$ cat config.mk
export PLATFORM = sky130hd
export DESIGN_NAME = paddle_motion_controller_flat
export DESIGN_NICKNAME = d
export VERILOG_FILES = /design/src/rtl/paddle_motion_controller_if.sv /design/src/rtl/paddle_motion_controller.sv /design/src/flat_wrapper.sv
export SDC_FILE = /design/constraint.sdc
export NUM_CORES = 1
export LEC_CHECK = 0
export ABC_AREA = 1
export ABC_CLOCK_PERIOD_IN_PS = 4100
export BUFFER_PORTS_ARGS = -buffer_cell sky130_fd_sc_hd__buf_2
export CAP_MARGIN = 15
export CELL_PAD_IN_SITES_DETAIL_PLACEMENT = 1
export CELL_PAD_IN_SITES_GLOBAL_PLACEMENT = 2
export CORE_MARGIN = 2
export CORE_UTILIZATION = 30
export DETAILED_ROUTE_END_ITERATION = 16
export PLACE_DENSITY = 0.89
export SLEW_MARGIN = 0
export SYNTH_ARGS = -nofsm -noshare
export SYNTH_HDL_FRONTEND = slang
export SYNTH_SLANG_ARGS = --single-unit
$ cat constraint.sdc
create_clock -name clk -period 4.1 [get_ports clk]
set_clock_uncertainty 0.1 [all_clocks]
set_input_delay 0.82 -clock clk [delete_from_list [all_inputs] [get_ports clk]]
set_output_delay 0.82 -clock clk [all_outputs]
set_load 0.05 [all_outputs]
$ cat src/rtl/paddle_motion_controller_if.sv
// Paddle controller bundle: frame/button/control inputs and paddle geometry/status outputs.
// master drives the controls and observes the paddle; slave is the controller itself.
interface paddle_motion_controller_if;
  logic       frame_tick;
  logic       btn_up;
  logic       btn_down;
  logic       enable;
  logic       center_req;
  logic [9:0] x_paddle;
  logic [9:0] y_paddle;
  logic [7:0] height_paddle;
  logic [7:0] width_paddle;
  logic       at_top;
  logic       at_bottom;
  logic       moving;

  modport master (
    output frame_tick, btn_up, btn_down, enable, center_req,
    input  x_paddle, y_paddle, height_paddle, width_paddle, at_top, at_bottom, moving
  );

  modport slave (
    input  frame_tick, btn_up, btn_down, enable, center_req,
    output x_paddle, y_paddle, height_paddle, width_paddle, at_top, at_bottom, moving
  );
endinterface

$ cat src/rtl/paddle_motion_controller.sv
// Paddle y-position FSM with slow/fast stepping, wall clamping and recentre requests.
// Position and flags update only at frame_tick (one edge of latency); no backpressure.
module paddle_motion_controller #(
  parameter int X_POS        = 20,
  parameter int PADDLE_H     = 64,
  parameter int PADDLE_W     = 8,
  parameter int Y_MIN        = 0,
  parameter int Y_MAX        = 480,
  parameter int STEP_SLOW    = 2,
  parameter int STEP_FAST    = 8,
  parameter int ACCEL_FRAMES = 8
) (
  input  logic                         clk,
  input  logic                         rst,
  paddle_motion_controller_if.slave    bus
);

  localparam int                 CENTER   = (Y_MIN + Y_MAX - PADDLE_H) / 2;
  localparam logic [9:0]         CENTER_Y = 10'(CENTER);
  localparam logic [9:0]         Y_LO     = 10'(Y_MIN);
  localparam logic [9:0]         Y_HI     = 10'(Y_MAX - PADDLE_H);
  localparam logic signed [10:0] Y_LO_S   = 11'(Y_MIN);
  localparam logic [10:0]        Y_HI_U   = 11'(Y_MAX - PADDLE_H);
  localparam logic [7:0]         SLOW     = 8'(STEP_SLOW);
  localparam logic [7:0]         FAST     = 8'(STEP_FAST);
  localparam logic [3:0]         ACC      = 4'(ACCEL_FRAMES);

  localparam logic [1:0] ST_IDLE = 2'd0;
  localparam logic [1:0] ST_UP   = 2'd1;
  localparam logic [1:0] ST_DOWN = 2'd2;

  logic              su_meta_q, su_q, sd_meta_q, sd_q;
  logic [1:0]        state_q, state_d;
  logic [3:0]        hold_q, hold_d;
  logic [9:0]        y_q, y_d;
  logic              pend_q, pend_d;
  logic              at_top_q, at_bottom_q, moving_q;
  logic [1:0]        dir;
  logic [7:0]        step;
  logic signed [10:0] up_s;
  logic [10:0]       dn_u;

  always_comb begin
    if (su_q && !sd_q)      dir = ST_UP;
    else if (sd_q && !su_q) dir = ST_DOWN;
    else                    dir = ST_IDLE;
  end

  always_comb begin
    state_d = state_q;
    hold_d  = hold_q;
    y_d     = y_q;
    pend_d  = pend_q;
    step    = SLOW;
    up_s    = '0;
    dn_u    = '0;
    if (bus.frame_tick) begin
      pend_d = 1'b0;
      // A recentre (latched or arriving this edge) beats both motion and pause.
      if (pend_q || bus.center_req) begin
        y_d     = CENTER_Y;
        state_d = ST_IDLE;
        hold_d  = '0;
      end else if (!bus.enable || dir == ST_IDLE) begin
        state_d = ST_IDLE;
        hold_d  = '0;
      end else begin
        if (dir != state_q) begin
          state_d = dir;
          hold_d  = 4'd1;
          step    = SLOW;
        end else begin
          hold_d = (hold_q >= ACC) ? ACC : hold_q + 4'd1;
          step   = (hold_d == ACC) ? FAST : SLOW;
        end
        up_s = $signed({1'b0, y_q}) - $signed({3'b000, step});
        dn_u = {1'b0, y_q} + {3'b000, step};
        if (dir == ST_UP) y_d = (up_s < Y_LO_S) ? Y_LO : up_s[9:0];
        else              y_d = (dn_u > Y_HI_U) ? Y_HI : dn_u[9:0];
      end
    end else if (bus.center_req) begin
      pend_d = 1'b1;
    end
  end

  always_ff @(posedge clk or posedge rst) begin
    if (rst) begin
      su_meta_q   <= 1'b0;
      su_q        <= 1'b0;
      sd_meta_q   <= 1'b0;
      sd_q        <= 1'b0;
      state_q     <= ST_IDLE;
      hold_q      <= '0;
      y_q         <= CENTER_Y;
      pend_q      <= 1'b0;
      at_top_q    <= 1'b0;
      at_bottom_q <= 1'b0;
      moving_q    <= 1'b0;
    end else begin
      su_meta_q   <= bus.btn_up;
      su_q        <= su_meta_q;
      sd_meta_q   <= bus.btn_down;
      sd_q        <= sd_meta_q;
      state_q     <= state_d;
      hold_q      <= hold_d;
      y_q         <= y_d;
      pend_q      <= pend_d;
      at_top_q    <= (y_d == Y_LO);
      at_bottom_q <= (y_d == Y_HI);
      moving_q    <= (state_d == ST_UP) || (state_d == ST_DOWN);
    end
  end

  assign bus.x_paddle      = 10'(X_POS);
  assign bus.y_paddle      = y_q;
  assign bus.height_paddle = 8'(PADDLE_H);
  assign bus.width_paddle  = 8'(PADDLE_W);
  assign bus.at_top        = at_top_q;
  assign bus.at_bottom     = at_bottom_q;
  assign bus.moving        = moving_q;

endmodule

$ cat src/flat_wrapper.sv
// flat-port wrapper written by rule: the top's interface ports become plain ports
module paddle_motion_controller_flat 
#(
  parameter int X_POS        = 20,
  parameter int PADDLE_H     = 64,
  parameter int PADDLE_W     = 8,
  parameter int Y_MIN        = 0,
  parameter int Y_MAX        = 480,
  parameter int STEP_SLOW    = 2,
  parameter int STEP_FAST    = 8,
  parameter int ACCEL_FRAMES = 8
)
  (clk, rst, bus_frame_tick, bus_btn_up, bus_btn_down, bus_enable, bus_center_req, bus_x_paddle, bus_y_paddle, bus_height_paddle, bus_width_paddle, bus_at_top, bus_at_bottom, bus_moving);
  paddle_motion_controller_if bus_i ();
  input  logic clk;
  input  logic rst;
  input wire logic [$bits(bus_i.frame_tick)-1:0] bus_frame_tick;
  input wire logic [$bits(bus_i.btn_up)-1:0] bus_btn_up;
  input wire logic [$bits(bus_i.btn_down)-1:0] bus_btn_down;
  input wire logic [$bits(bus_i.enable)-1:0] bus_enable;
  input wire logic [$bits(bus_i.center_req)-1:0] bus_center_req;
  output wire logic [$bits(bus_i.x_paddle)-1:0] bus_x_paddle;
  output wire logic [$bits(bus_i.y_paddle)-1:0] bus_y_paddle;
  output wire logic [$bits(bus_i.height_paddle)-1:0] bus_height_paddle;
  output wire logic [$bits(bus_i.width_paddle)-1:0] bus_width_paddle;
  output wire logic [$bits(bus_i.at_top)-1:0] bus_at_top;
  output wire logic [$bits(bus_i.at_bottom)-1:0] bus_at_bottom;
  output wire logic [$bits(bus_i.moving)-1:0] bus_moving;
  assign bus_i.frame_tick = bus_frame_tick;
  assign bus_i.btn_up = bus_btn_up;
  assign bus_i.btn_down = bus_btn_down;
  assign bus_i.enable = bus_enable;
  assign bus_i.center_req = bus_center_req;
  assign bus_x_paddle = bus_i.x_paddle;
  assign bus_y_paddle = bus_i.y_paddle;
  assign bus_height_paddle = bus_i.height_paddle;
  assign bus_width_paddle = bus_i.width_paddle;
  assign bus_at_top = bus_i.at_top;
  assign bus_at_bottom = bus_i.at_bottom;
  assign bus_moving = bus_i.moving;
  paddle_motion_controller #(.X_POS(X_POS), .PADDLE_H(PADDLE_H), .PADDLE_W(PADDLE_W), .Y_MIN(Y_MIN), .Y_MAX(Y_MAX), .STEP_SLOW(STEP_SLOW), .STEP_FAST(STEP_FAST), .ACCEL_FRAMES(ACCEL_FRAMES)) u_core (.clk(clk), .rst(rst), .bus(bus_i));
endmodule
==> Word-level counts from Yosys, hierarchy flattened <==
Cells that the tools add are included.
{ "classes": {"n_addsub": 3, "order_cmp": 3, "eq_ne": 6, "n_mux": 23, "n_reduce_logical": 11} }
{ "op_table": {"columns": ["operator", "count"], "rows": [
  ["two-way mux 10 bit", 6],
  ["two-way mux 8 bit", 4],
  ["two-way mux 4 bit", 5],
  ["two-way mux 2 bit", 6],
  ["adder 10 x 8 -> 11 bit", 1],
  ["> comparator 11 x 9 -> 1 bit (second input constant)", 1],
  ["less-than comparator 11 x 1 -> 1 bit (second input constant)", 1],
  ["subtractor 10 x 8 -> 11 bit", 1],
  ["equality test 10 x 9 -> 1 bit (second input constant)", 1],
  ["logical NOT 10 bit", 1],
  ["adder 4 x 1 -> 4 bit (second input constant)", 1],
  ["equality test 2 x 1 -> 1 bit (second input constant)", 2],
  ["equality test 4 bit (second input constant)", 1],
  [">= comparator 4 bit (second input constant)", 1],
  ["logical NOT 1 bit", 3],
  ["logical OR 1 bit", 3],
  ["equality test 2 bit (second input constant)", 1],
  ["logical AND 1 bit", 2],
  ["logical NOT 2 bit", 1],
  ["two-way mux 1 bit", 2],
  ["!= test 2 bit", 1],
  ["nonzero test 2 bit", 1]
]} }
{ "word_totals": {"regBits": 24, "inputBits": 7, "output_inout_bits": 39, "elab_cells": 57} }

==> Longest topological paths before layout <==
{ "depth": {"ltp_word": 17, "depth_mapped": 27, "depth_no_buf": 26} }

==> Least setup slack after synthesis <==
OpenSTA, ideal clock, no wires.
{ "synth_path": {"kind": "reg2reg", "startpoint": "register u_core.sd_q", "endpoint": "register u_core.at_top_q (netlist: u_core.bus.at_top)", "setup_time_ps": 71, "t_arrival_ps": 2822, "t_required_ps": 3929, "path_slack_ps": 1106, "stages_incl_launch_ff": 26, "path_buffers": 1, "synth_period_minus_slack_ps": 2994, "path_cell_list": "dfrtp_1 > inv_1 > ha_1 > clkbuf_1 > xnor2_1 > nand2_1 > a21oi_1 > nand2_1 > ha_1 > inv_2 > nand3_2 > nand2_4 > nand2_1 > nand2_1 > nand2_1 > nor2_1 > nor2_2 > nand2_2 > nand3_1 > nand2_1 > nand2_1 > nand2_1 > nand3_1 > nor2_1 > nand2_1 > nor2_1"} }
{ "synth_between": {"elab_chain_len": 16, "elab_cells_between_ends": 24, "cone_classes": "add/sub (2); order compare (2); eq/ne (2); mux (12); reduce/logical (6)"} }
{ "synth_lines": {"columns": ["element", "line", "text"], "rows": [
  ["start, declared", "paddle_motion_controller.sv:32", "logic su_meta_q, su_q, sd_meta_q, sd_q;"],
  ["start signal, assigned", "paddle_motion_controller.sv:103", "sd_q <= sd_meta_q;"],
  ["logical AND 1 bit / logical NOT 1 bit (equally long branches)", "paddle_motion_controller.sv:45, paddle_motion_controller.sv:44", null],
  ["two-way mux 2 bit / logical AND 1 bit (equally long branches)", "paddle_motion_controller.sv:45, paddle_motion_controller.sv:44", null],
  ["two-way mux 2 bit *", "paddle_motion_controller.sv:44", "if (su_q && !sd_q) dir = ST_UP;"],
  ["!= test 2 bit", "paddle_motion_controller.sv:68", "if (dir != state_q) begin"],
  ["two-way mux 8 bit", "paddle_motion_controller.sv:68", null],
  ["two-way mux 8 bit", "paddle_motion_controller.sv:64", "end else if (!bus.enable || dir == ST_IDLE) begin"],
  ["two-way mux 8 bit", "paddle_motion_controller.sv:60", "if (pend_q || bus.center_req) begin"],
  ["two-way mux 8 bit", "paddle_motion_controller.sv:57", "if (bus.frame_tick) begin"],
  ["adder 10 x 8 -> 11 bit / subtractor 10 x 8 -> 11 bit (equally long branches)", "paddle_motion_controller.sv:77, paddle_motion_controller.sv:76", null],
  ["> comparator 11 x 9 -> 1 bit / less-than comparator 11 x 1 -> 1 bit (equally long branches)", "paddle_motion_controller.sv:79, paddle_motion_controller.sv:78", null],
  ["two-way mux 10 bit, on equally long branches", "paddle_motion_controller.sv:79, paddle_motion_controller.sv:78", null],
  ["two-way mux 10 bit", "paddle_motion_controller.sv:78", "if (dir == ST_UP) y_d = (up_s < Y_LO_S) ? Y_LO : up_s[9:0];"],
  ["two-way mux 10 bit *", "paddle_motion_controller.sv:64", null],
  ["two-way mux 10 bit *", "paddle_motion_controller.sv:60", null],
  ["two-way mux 10 bit *", "paddle_motion_controller.sv:57", null],
  ["logical NOT 10 bit *", "paddle_motion_controller.sv:108", "at_top_q <= (y_d == Y_LO);"],
  ["end signal, assigned", "paddle_motion_controller.sv:108", null],
  ["end, declared", "paddle_motion_controller.sv:37", "logic at_top_q, at_bottom_q, moving_q;"]
]} }
Mark *: on every way between the ends. The rest lies on a longest branch, timed or not. The select of a mux whose other input is x is not followed.
A chain may end at the register's enable or synchronous reset.

==> Final worst setup path <==
{ "layout_path": {"startpoint": "register u_core.sd_q", "endpoint": "register u_core.at_top_q (netlist: u_core.bus.at_top)"} }
{ "layout_between": {"elab_chain_len": 16, "elab_cells_between_ends": 24, "cone_classes": "add/sub (2); order compare (2); eq/ne (2); mux (12); reduce/logical (6)"} }
{ "layout_lines": {"columns": ["element", "line", "text"], "rows": [
  ["logical AND 1 bit / logical NOT 1 bit (equally long branches)", "paddle_motion_controller.sv:45, paddle_motion_controller.sv:44", null],
  ["two-way mux 2 bit / logical AND 1 bit (equally long branches)", "paddle_motion_controller.sv:45, paddle_motion_controller.sv:44", null],
  ["two-way mux 2 bit *", "paddle_motion_controller.sv:44", null],
  ["!= test 2 bit", "paddle_motion_controller.sv:68", null],
  ["two-way mux 8 bit", "paddle_motion_controller.sv:68", null],
  ["two-way mux 8 bit", "paddle_motion_controller.sv:64", null],
  ["two-way mux 8 bit", "paddle_motion_controller.sv:60", null],
  ["two-way mux 8 bit", "paddle_motion_controller.sv:57", null],
  ["adder 10 x 8 -> 11 bit / subtractor 10 x 8 -> 11 bit (equally long branches)", "paddle_motion_controller.sv:77, paddle_motion_controller.sv:76", null],
  ["> comparator 11 x 9 -> 1 bit / less-than comparator 11 x 1 -> 1 bit (equally long branches)", "paddle_motion_controller.sv:79, paddle_motion_controller.sv:78", null],
  ["two-way mux 10 bit, on equally long branches", "paddle_motion_controller.sv:79, paddle_motion_controller.sv:78", null],
  ["two-way mux 10 bit", "paddle_motion_controller.sv:78", null],
  ["two-way mux 10 bit *", "paddle_motion_controller.sv:64", null],
  ["two-way mux 10 bit *", "paddle_motion_controller.sv:60", null],
  ["two-way mux 10 bit *", "paddle_motion_controller.sv:57", null],
  ["via u_core.y_d[2]", "paddle_motion_controller.sv:35", "logic [9:0] y_q, y_d;"],
  ["logical NOT 10 bit *", "paddle_motion_controller.sv:108", null]
]} }
The timed path passes the listed nets; every way through them passes the cells marked *. The select of a mux whose other input is x is not followed.

==> results.cfg <==
[grt]
grt_pass1_vias = 1816
grt_start_max_net_pins = 25
overflow = 0
grt_pass1_wl_mm = 8.928
grt_usage = 0.1474
antenna_found_initial = 0

[sta]
final_hold_viol_count = 0
slew-limit-headroom = 0.3772
min_period_over_period = 0.8345
fmax_mhz = 292.3
period_needed_ns = 3.421
grt_setup_unrepaired = no
setup_viol = 0
finalWorstSetupSlack_ns = 0.6786
tns_ns = 0
tightest_slew_ns = 0.9332
slew_viol_final = 0

[floorplan]
pin_count = 46
start_util = 0.3051
dieArea_sq_um = 7469
die_y_um = 86.43
row_count = 30
coreArea_sq_um = 6681
die_w_um = 86.43

[power_and_ir_drop]
p_int_mw = 0.3694
power.switching_mw = 0.2636
p_sw_frac = 0.4164
ir_drop_v = 0.0002016
pwr-share-comb = 0.352
power.density_nw_per_um2 = 295.0
clockPowerShare = 0.223
leakagePower_nw = 1.150
seqPwrFrac = 0.426

[clocking]
cts_root_buf = clkbuf_8
clock_latency_ns = 0.26
postCtsHoldBufs = 0
cts_made_buffers = 3
clock-sinks = 24
clk_pin_slew_ns = 0.08
cts_max_level = 1
post-cts-setup-buffers = 0
cts_resized = 0
cts_tree = yes
clock_path_buffers = 2

[worst_setup_path]
worstSetupStartpointType = flip-flop
worstPathMaxFanout = 8
cpMostUsedCell = nand2_1
crit_path_end_kind = flip-flop
path_class = flip-flop to flip-flop
critPathMaxStageDelay_ns = 0.39
crit_slowest_cell = dfrtp_1
worst-path-buf-inv = 3
arrival_ns = 3.47
critical_path.top_delay_family = simple AND/OR/NAND/NOR gates
worstPathRequired_ns = 4.15

[final_layout]
fillers = 877
syn_to_final_growth_pct = 5.279
diodes = 0
drive_gt1_frac = 0.1842
layout.nets = 322
utilization = 0.3212

[synth]
async_flop_share = 1.000
synth.most_common_cell = nand2_1
ys_seq_area_frac = 0.2965
syn_area_sq_um = 2038
synth_seq_cells = 24
syn_inst = 288
synth_area_leaders = dfrtp_1 26%, nand2_1 14%, buf_4 10%, ha_1 6.1%, inv_1 5.9%
synth_edf_count = 0
synth_top_area_share = 0.2578
ys_warn_count = 0
synth_ff_type = dfrtp_1
synth.largest_area_cell = dfrtp_1
ys_types = 36
ys_top_cells_by_count = 77 x nand2_1, 32 x inv_1, 28 x buf_4, 25 x nor2_1, 21 x dfrtp_1
syn_area_per_cell_sq_um = 7.077

[drt]
routedWlPerCell_um = 13.76
wl_mm = 5.284
dr_total_vias = 1777
firstDrtPassIters = 4
vias_per_cell = 4.628
ant_nets = 0
drtIter0Drc = 56
drc = 0

[placement]
gp_congestion = 0.8067
dp_hpwl_mm = 4.359
post-place-ws_ns = 0.6579
port_buffers = 19

[hold_path]
hold_class = flip-flop to flip-flop

[run_status]
status = finished, final reports clean

[job]
maxCapViolCount = 0
==> per-stage QoR <==
| step | std cells | total power [mW] | instance area, sq um | hold WS (ns) |
|---|---|---|---|---|
| 3_3_place_gp | 380 | 0.4940 | 2101 | 0.2352 |
| 4_1_cts | 384 | 0.6396 | 2146 | 0.2572 |
| 6_report | 384 | 0.6330 | 2146 | 0.2533 |
| 5_1_grt | 384 | 0.6734 | 2146 | 0.2722 |
| 3_5_place_dp | 380 | 0.4963 | 2101 | 0.2381 |
| 2_1_floorplan | 312 | 0.4706 | 2128 | 0.2312 |
==> flip-flops by register name, indices dropped and copies added (netlist names) <==
name                  count
u_core.sd_meta_q          1
u_core.sd_q               1
u_core.bus.moving         1
u_core.bus.at_bottom      1
u_core.state_q            2
u_core.bus.at_top         1
u_core.bus.y_paddle      10
u_core.pend_q             1
u_core.su_q               1
u_core.su_meta_q          1
u_core.hold_q             4
==> power by group through the flow <==
stage	Clock, mW	Sequential, mW	Combinational (mW)
final	0.141	0.269	0.223
after global routing	0.157	0.272	0.244
after CTS	0.147	0.270	0.223
after detailed placement	0	0.274	0.222
after global placement	0	0.274	0.220
after floorplan	0	0.289	0.181
==> layout make-up <==
cell class | count | area, sq um | share of cell area
sequential | 24 | 604.3 | 0.2816
clock buffer | 4 | 45.04 | 0.02099
multi-input combinational | 223 | 1174 | 0.5469
timing repair buffer | 19 | 95.09 | 0.04431
inverter | 34 | 127.6 | 0.05947
tap | 80 | 100.1 | 0.04665
==> logic make-up (layout without fill, tap and decap cells) <==
group / Yosys count / count (layout) / synth area share
AND/OR/NAND/NOR: 148 / 148 / 0.3321
XOR/XNOR: 10 / 10 / 0.04297
AO/OA/AOI/OAI: 29 / 29 / 0.09147
adder cells (fa/ha/maj): 10 / 10 / 0.06139
flip-flops: 24 / 24 / 0.2965
buffers and inverters: 65 / 57 / 0.1719
other: 2 / 26 / 0.003685
==> placed cells by master, fill, tap and decap left out, types with 7 or more instances in the layout <==
| cell | netlist | layout |
|---|---|---|
| nand3_1 | 17 | 17 |
| nand2_2 | 10 | 10 |
| ha_1 | 10 | 10 |
| nor2_1 | 25 | 25 |
| inv_1 | 32 | 32 |
| dfrtp_1 | 21 | 21 |
| xor2_1 | 7 | 7 |
| a21oi_1 | 12 | 12 |
| conb_1 | 2 | 26 |
| nand2_1 | 77 | 77 |
| buf_2 | 1 | 19 |
==> worst register-to-register path: cells and delay by family (launching register included) <==
| family | cells | cell delay [ns] |
|---|---|---|
| xor gates and xnor gates | 1 | 0.16 |
| DFF | 1 | 0.39 |
| buffers and inverters | 3 | 0.25 |
| adders and majority gates | 2 | 0.71 |
| AOI/OAI and AO/OA | 1 | 0.17 |
| and+or+nand+nor | 18 | 1.53 |
==> final timing paths <==
path / startpoint / to / slack [ns] / cells after the start
setup / recovery: u_core.sd_q / u_core.bus.at_top / 0.68 / 25
hold / removal: u_core.su_meta_q / u_core.su_q / 0.25 / 0
setup reg to reg: u_core.sd_q / u_core.bus.at_top / 0.68 / 25
hold reg to reg: u_core.su_meta_q / u_core.su_q / 0.25 / 0
max in group asynchronous: rst / u_core.sd_meta_q / 2.68 / 2
min in group asynchronous: rst / u_core.bus.y_paddle[3] / 0.66 / 2
==> layer usage <==
layer / vias up / share of wire / GRT usage
met4: 0 / 0.0032 / 0.02131
met3: 2 / 0.021 / 0.008571
met1: 871 / 0.46 / 0.1978
met2: 25 / 0.51 / 0.2664
met5: - / 0 / 0
li1: 879 / - / -
Note: power is estimated with default switching activity, not from simulation.
